==> src/rtl/wm_phase_timer.sv <==
// Phase-duration timer for the washing machine controller: pulses tempo when the active phase's time is up.
// Optional remaining-seconds output enabled by defining WM_TIMER_REMAIN_EN.
module wm_phase_timer #(
    parameter int TICK_DIV  = 50000000,
    parameter int CNT_W     = 8,
    parameter int T_MOLHO   = 30,
    parameter int T_LAVAR   = 60,
    parameter int T_ENXAGUE = 40,
    parameter int T_CENTRIF = 20
) (
    input  logic             clk,
    input  logic             reset,
    input  logic             molho,
    input  logic             lavar,
    input  logic             enxague,
    input  logic             centrifugar,
    input  logic             pausar,
    output logic             tempo,
    output logic             busy,
`ifdef WM_TIMER_REMAIN_EN
    output logic [CNT_W-1:0] restante,
`endif
    output logic             fault
);

    localparam int PRE_W = (TICK_DIV > 2) ? $clog2(TICK_DIV) : 1;
    localparam logic [PRE_W-1:0] PRE_MAX = PRE_W'(TICK_DIV - 1);
    localparam logic [CNT_W-1:0] CNT_ONE = {{(CNT_W-1){1'b0}}, 1'b1};

    // Zero-length phases still take one second so every phase produces a pulse.
    localparam logic [CNT_W-1:0] D_MOLHO   = CNT_W'((T_MOLHO   < 1) ? 1 : T_MOLHO);
    localparam logic [CNT_W-1:0] D_LAVAR   = CNT_W'((T_LAVAR   < 1) ? 1 : T_LAVAR);
    localparam logic [CNT_W-1:0] D_ENXAGUE = CNT_W'((T_ENXAGUE < 1) ? 1 : T_ENXAGUE);
    localparam logic [CNT_W-1:0] D_CENTRIF = CNT_W'((T_CENTRIF < 1) ? 1 : T_CENTRIF);

    typedef enum logic [2:0] {
        PH_NONE, PH_SOAK, PH_WASH, PH_RINSE, PH_SPIN, PH_PAUSE, PH_FAULT
    } phase_t;

    phase_t           phase, last, last_n;
    logic [CNT_W-1:0] cnt, cnt_n, load_val;
    logic [PRE_W-1:0] pre, pre_n;
    logic             tempo_n, busy_n, fault_n;
    logic [2:0]       n_hi;

    always_comb begin
        n_hi = {2'b0, molho} + {2'b0, lavar} + {2'b0, enxague}
             + {2'b0, centrifugar} + {2'b0, pausar};
        phase = PH_NONE;
        if (n_hi > 3'd1)      phase = PH_FAULT;
        else if (molho)       phase = PH_SOAK;
        else if (lavar)       phase = PH_WASH;
        else if (enxague)     phase = PH_RINSE;
        else if (centrifugar) phase = PH_SPIN;
        else if (pausar)      phase = PH_PAUSE;
    end

    always_comb begin
        case (phase)
            PH_SOAK:  load_val = D_MOLHO;
            PH_WASH:  load_val = D_LAVAR;
            PH_RINSE: load_val = D_ENXAGUE;
            default:  load_val = D_CENTRIF;
        endcase
    end

    always_comb begin
        last_n  = last;
        cnt_n   = cnt;
        pre_n   = pre;
        busy_n  = busy;
        tempo_n = 1'b0;
        fault_n = 1'b0;
        case (phase)
            PH_NONE: begin
                last_n = PH_NONE;
                cnt_n  = '0;
                pre_n  = '0;
                busy_n = 1'b0;
            end
            PH_PAUSE: ;
            PH_FAULT: fault_n = 1'b1;
            default: begin
                // Load wins over any tick that would have landed on this edge.
                if (phase != last) begin
                    last_n = phase;
                    cnt_n  = load_val;
                    pre_n  = '0;
                    busy_n = 1'b1;
                end else if (cnt != '0) begin
                    if (pre == PRE_MAX) begin
                        pre_n = '0;
                        cnt_n = cnt - CNT_ONE;
                        if (cnt == CNT_ONE) begin
                            tempo_n = 1'b1;
                            busy_n  = 1'b0;
                        end
                    end else begin
                        pre_n = pre + {{(PRE_W-1){1'b0}}, 1'b1};
                    end
                end
            end
        endcase
    end

    always_ff @(posedge clk or negedge reset) begin
        if (!reset) begin
            last  <= PH_NONE;
            cnt   <= '0;
            pre   <= '0;
            tempo <= 1'b0;
            busy  <= 1'b0;
            fault <= 1'b0;
        end else begin
            last  <= last_n;
            cnt   <= cnt_n;
            pre   <= pre_n;
            tempo <= tempo_n;
            busy  <= busy_n;
            fault <= fault_n;
        end
    end

`ifdef WM_TIMER_REMAIN_EN
    assign restante = cnt;
`endif

endmodule
==> config.mk <==
export PLATFORM = sky130hd
export DESIGN_NAME = wm_phase_timer
export DESIGN_NICKNAME = d
export VERILOG_FILES = /design/src/rtl/wm_phase_timer.sv
export SDC_FILE = /design/constraint.sdc
export NUM_CORES = 1
export LEC_CHECK = 0
export CORE_AREA = 10 10 89 91
export CTS_CLUSTER_DIAMETER = 120
export DETAILED_ROUTE_END_ITERATION = 8
export DIE_AREA = 0 0 99 101
export GPL_TIMING_DRIVEN = 0
export PLACE_DENSITY_LB_ADDON = 0.08
export SLEW_MARGIN = 20
export SYNTH_ARGS = -nofsm -noshare
export SYNTH_HDL_FRONTEND = slang
export SYNTH_SLANG_ARGS = --single-unit
==> constraint.sdc <==
create_clock -name clk -period 4.1 [get_ports clk]
set_input_delay 0.82 -clock clk [delete_from_list [all_inputs] [get_ports clk]]
set_output_delay 0.82 -clock clk [all_outputs]
set_load 0.01 [all_outputs]
==> impl_metrics.env <==
export IMPL_outcome="finished, final reports clean"
export IMPL_root_buffer="clkbuf_8"
export IMPL_synthesis_area_mm2=0.00250
export IMPL_swShare=0.335
export IMPL_slew_viol_final=0
export IMPL_die_x_um=99
export IMPL_fin_nets=342
export IMPL_vias_per_cell=5.75
export IMPL_gp_congestion=0.867
export IMPL_totalPowerFinal_uw=1000
export IMPL_grt_pass1_wl_mm=11.0
export IMPL_drive_gt1_frac=0.112
export IMPL_antenna_cells=0
export IMPL_syn_area_per_cell_um2=8.16
export IMPL_ant_nets=0
export IMPL_power_frac_comb=0.267
export IMPL_grt_start_max_net_pins=23
export IMPL_ctsHoldBuffers=0
export IMPL_syn2layout_area_growth_pct=14.7
export IMPL_max_stage_delay_ns=0.52
export IMPL_clockPowerShare=0.274
export IMPL_p_int_uw=665
export IMPL_syn_nets=320
export IMPL_start_kind="primary input"
export IMPL_synth_cell_types=49
export IMPL_path_max_fanout=10
export IMPL_drt_first_pass_iters=4
export IMPL_final_core_util=0.463
export IMPL_chipHeight_um=101
export IMPL_coreArea_mm2=0.00620
export IMPL_slew_headroom=0.427
export IMPL_yosysWarningCount=0
export IMPL_crit_chain="clkbuf_1 -> inv_1 -> fa_1 -> inv_1 -> ha_1 -> and2_1 -> or4_1 -> a32oi_2 -> nand3_2 -> or2_4 -> buf_2 -> or3_1 -> nand3_1"
export IMPL_synth_flop_cell="dfrtp_1"
export IMPL_hold_viol=0
export IMPL_synth_cells=307
export IMPL_timing_fmax_ghz=0.255
export IMPL_hold_path_class="in -> async"
export IMPL_grt_pass1_vias=2143
export IMPL_stdcell_area_mm2=0.00287
export IMPL_skew_ns=0.0138
export IMPL_overflow=0
export IMPL_drt_initial_drc_count=132
export IMPL_via_count=2339
export IMPL_setup_viol=0
export IMPL_antenna_found_initial=0
export IMPL_synth_edff_count=0
export IMPL_io_pins=10
export IMPL_dieArea_mm2=0.0100
export IMPL_final_common_cell="nand2_1"
export IMPL_cp_end_kind="register"
export IMPL_post_drt_wl_per_cell_um=15.9
export IMPL_powerDensity_mw_per_mm2=348
export IMPL_yosysSeqAreaShare=0.400
export IMPL_final_cell_mix="nand2_1 (46), nand3_1 (41), dfrtp_1 (40)"
export IMPL_rsz0062_at_grt="no"
export IMPL_worstPathArrival_ns=4.15
export IMPL_crit_type="in -> reg"
export IMPL_synth_seq_cells=40
export IMPL_path_buf_inv=4
export IMPL_switchingPower_uw=334
export IMPL_leakage_nw=1.15
export IMPL_finalCritPeriodShare=0.957
export IMPL_slowest_stage="or4_1"
export IMPL_cts_htree_levels=2
export IMPL_power_frac_seq=0.458
export IMPL_cts_tree="built"
export IMPL_cts_path_max_buffers=2
export IMPL_clkTransAtPathRegs_ns=0.09
export IMPL_numCtsBuffers=5
export IMPL_tns_ns=0
export IMPL_clkLatencyLatePin_ns=0.29
export IMPL_io_buffers=8
export IMPL_cp_required_ns=4.33
export IMPL_period_minus_slack_ns=3.92
export IMPL_tightest_slew_ns=0.851
export IMPL_rows=29
export IMPL_place_area_mm2=0.00270
export IMPL_initial_utilization=0.404
export IMPL_cp_top_family="simple AND/OR/NAND/NOR gates"
export IMPL_cts_num_sinks=40
export IMPL_ir_worst_vdd_uv=143
export IMPL_grt_use_total=0.133
export IMPL_path_common_cell="inv_1"
export IMPL_maxCapViolCount=0
export IMPL_hpwlAfterDp_mm=4.70
export IMPL_drc_errors=0
export IMPL_async_reset_ff_frac=1.00
export IMPL_routed_wl_mm=6.46
sequential cells by signal, summed over array words and instances, names as in the netlist:
name,count
pre,26
busy,1
tempo,1
last,3
fault,1
cnt,8
stage by stage:
step           setup slack, ns  instances  hold slack, ns
2_1_floorplan            0.219        307           0.446
5_1_grt                 0.0176        407           0.507
3_5_place_dp            -0.774        393           0.476
4_1_cts                  0.107        404           0.489
6_report                 0.178        407           0.474
3_3_place_gp            -0.800        392           0.485
routing by layer:
layer / share of wire / GRT usage / vias up / wire [um]
li1: - / - / 1181 / -
met1: 0.51 / 0.194 / 1130 / 3320
met2: 0.44 / 0.189 / 26 / 2870
met3: 0.035 / 0.0261 / 2 / 228
met4: 0.0059 / 0.0408 / 0 / 38
met5: 0 / 0 / - / 0
cells in the mapped netlist, types with 2 or more instances:
cell type / count / share of area
o31ai_1: 7 / 0.021
or4_1: 2 / 0.0060
a21oi_1: 10 / 0.020
or3_4: 2 / 0.0090
o211ai_1: 2 / 0.0060
inv_1: 9 / 0.013
o21ai_0: 19 / 0.038
dfrtp_1: 40 / 0.40
and2_1: 2 / 0.0050
a221o_1: 2 / 0.0080
or3_1: 11 / 0.027
and3_1: 6 / 0.015
nor3_1: 15 / 0.030
nand2_1: 46 / 0.069
ha_1: 5 / 0.025
nand3_1: 41 / 0.082
nand4_1: 15 / 0.037
buf_2: 2 / 0.0040
nor2b_1: 3 / 0.0075
nor4b_1: 2 / 0.0070
a211oi_1: 2 / 0.0060
clkbuf_1: 9 / 0.013
nor2_1: 20 / 0.030
nand2b_1: 2 / 0.0050
nor4_1: 5 / 0.012
nand3b_1: 3 / 0.0090
a2bb2oi_1: 3 / 0.010
cell type report:
type | count | area (um2)
multi-input cells | 247 | 1470
clock inverters | 2 | 10.0
clock buffers | 6 | 82.6
well taps | 77 | 96.3
flip-flops and latches | 40 | 1000
inverters | 9 | 33.8
plain buffers | 11 | 47.5
repair buffers | 15 | 138
fillers | 607 | 3330
power groups by stage:
stage	clock (mW)	combinational [mW]	sequential (mW)
detailed placement	0	0.241	0.465
floorplan	0	0.169	0.459
global placement	0	0.238	0.465
finish	0.274	0.267	0.458
CTS	0.288	0.257	0.457
global route	0.306	0.299	0.463
cells by family (layout without fill, tap and decap cells):
group / after synthesis / in the layout / synth area share
AND/OR/NAND/NOR: 179 / 179 / 0.365
AO/OA/AOI/OAI: 60 / 60 / 0.164
flip-flops: 40 / 40 / 0.400
buffers and inverters: 20 / 43 / 0.0310
adder cells (fa/ha/maj): 6 / 6 / 0.0330
XOR/XNOR: 1 / 1 / 0.00350
multiplexers: 1 / 1 / 0.00400
timing repair:
item,4_1_cts,5_1_grt
endpoints found under the setup margin,30,28
gates resized for setup,7,12
setup buffers,3,3
pin swaps,3,2
final timing paths:
kind | slack (ns) | endpoint | start | depth (start not counted)
setup / recovery | 0.18 | pre[23]$_DFFE_PN0P_ | centrifugar | 13
max in group asynchronous | 3.13 | pre[4]$_DFFE_PN0P_ | reset | 2
hold / removal | 0.47 | pre[9]$_DFFE_PN0P_ | reset | 1
hold reg to reg | 0.50 | cnt[7]$_DFFE_PN0P_ | cnt[7]$_DFFE_PN0P_ | 1
setup reg to reg | 1.42 | cnt[4]$_DFFE_PN0P_ | pre[0]$_DFFE_PN0P_ | 8
min in group clk | 0.50 | cnt[7]$_DFFE_PN0P_ | cnt[7]$_DFFE_PN0P_ | 1
No activity file was read; power rests on OpenSTA's default activity.
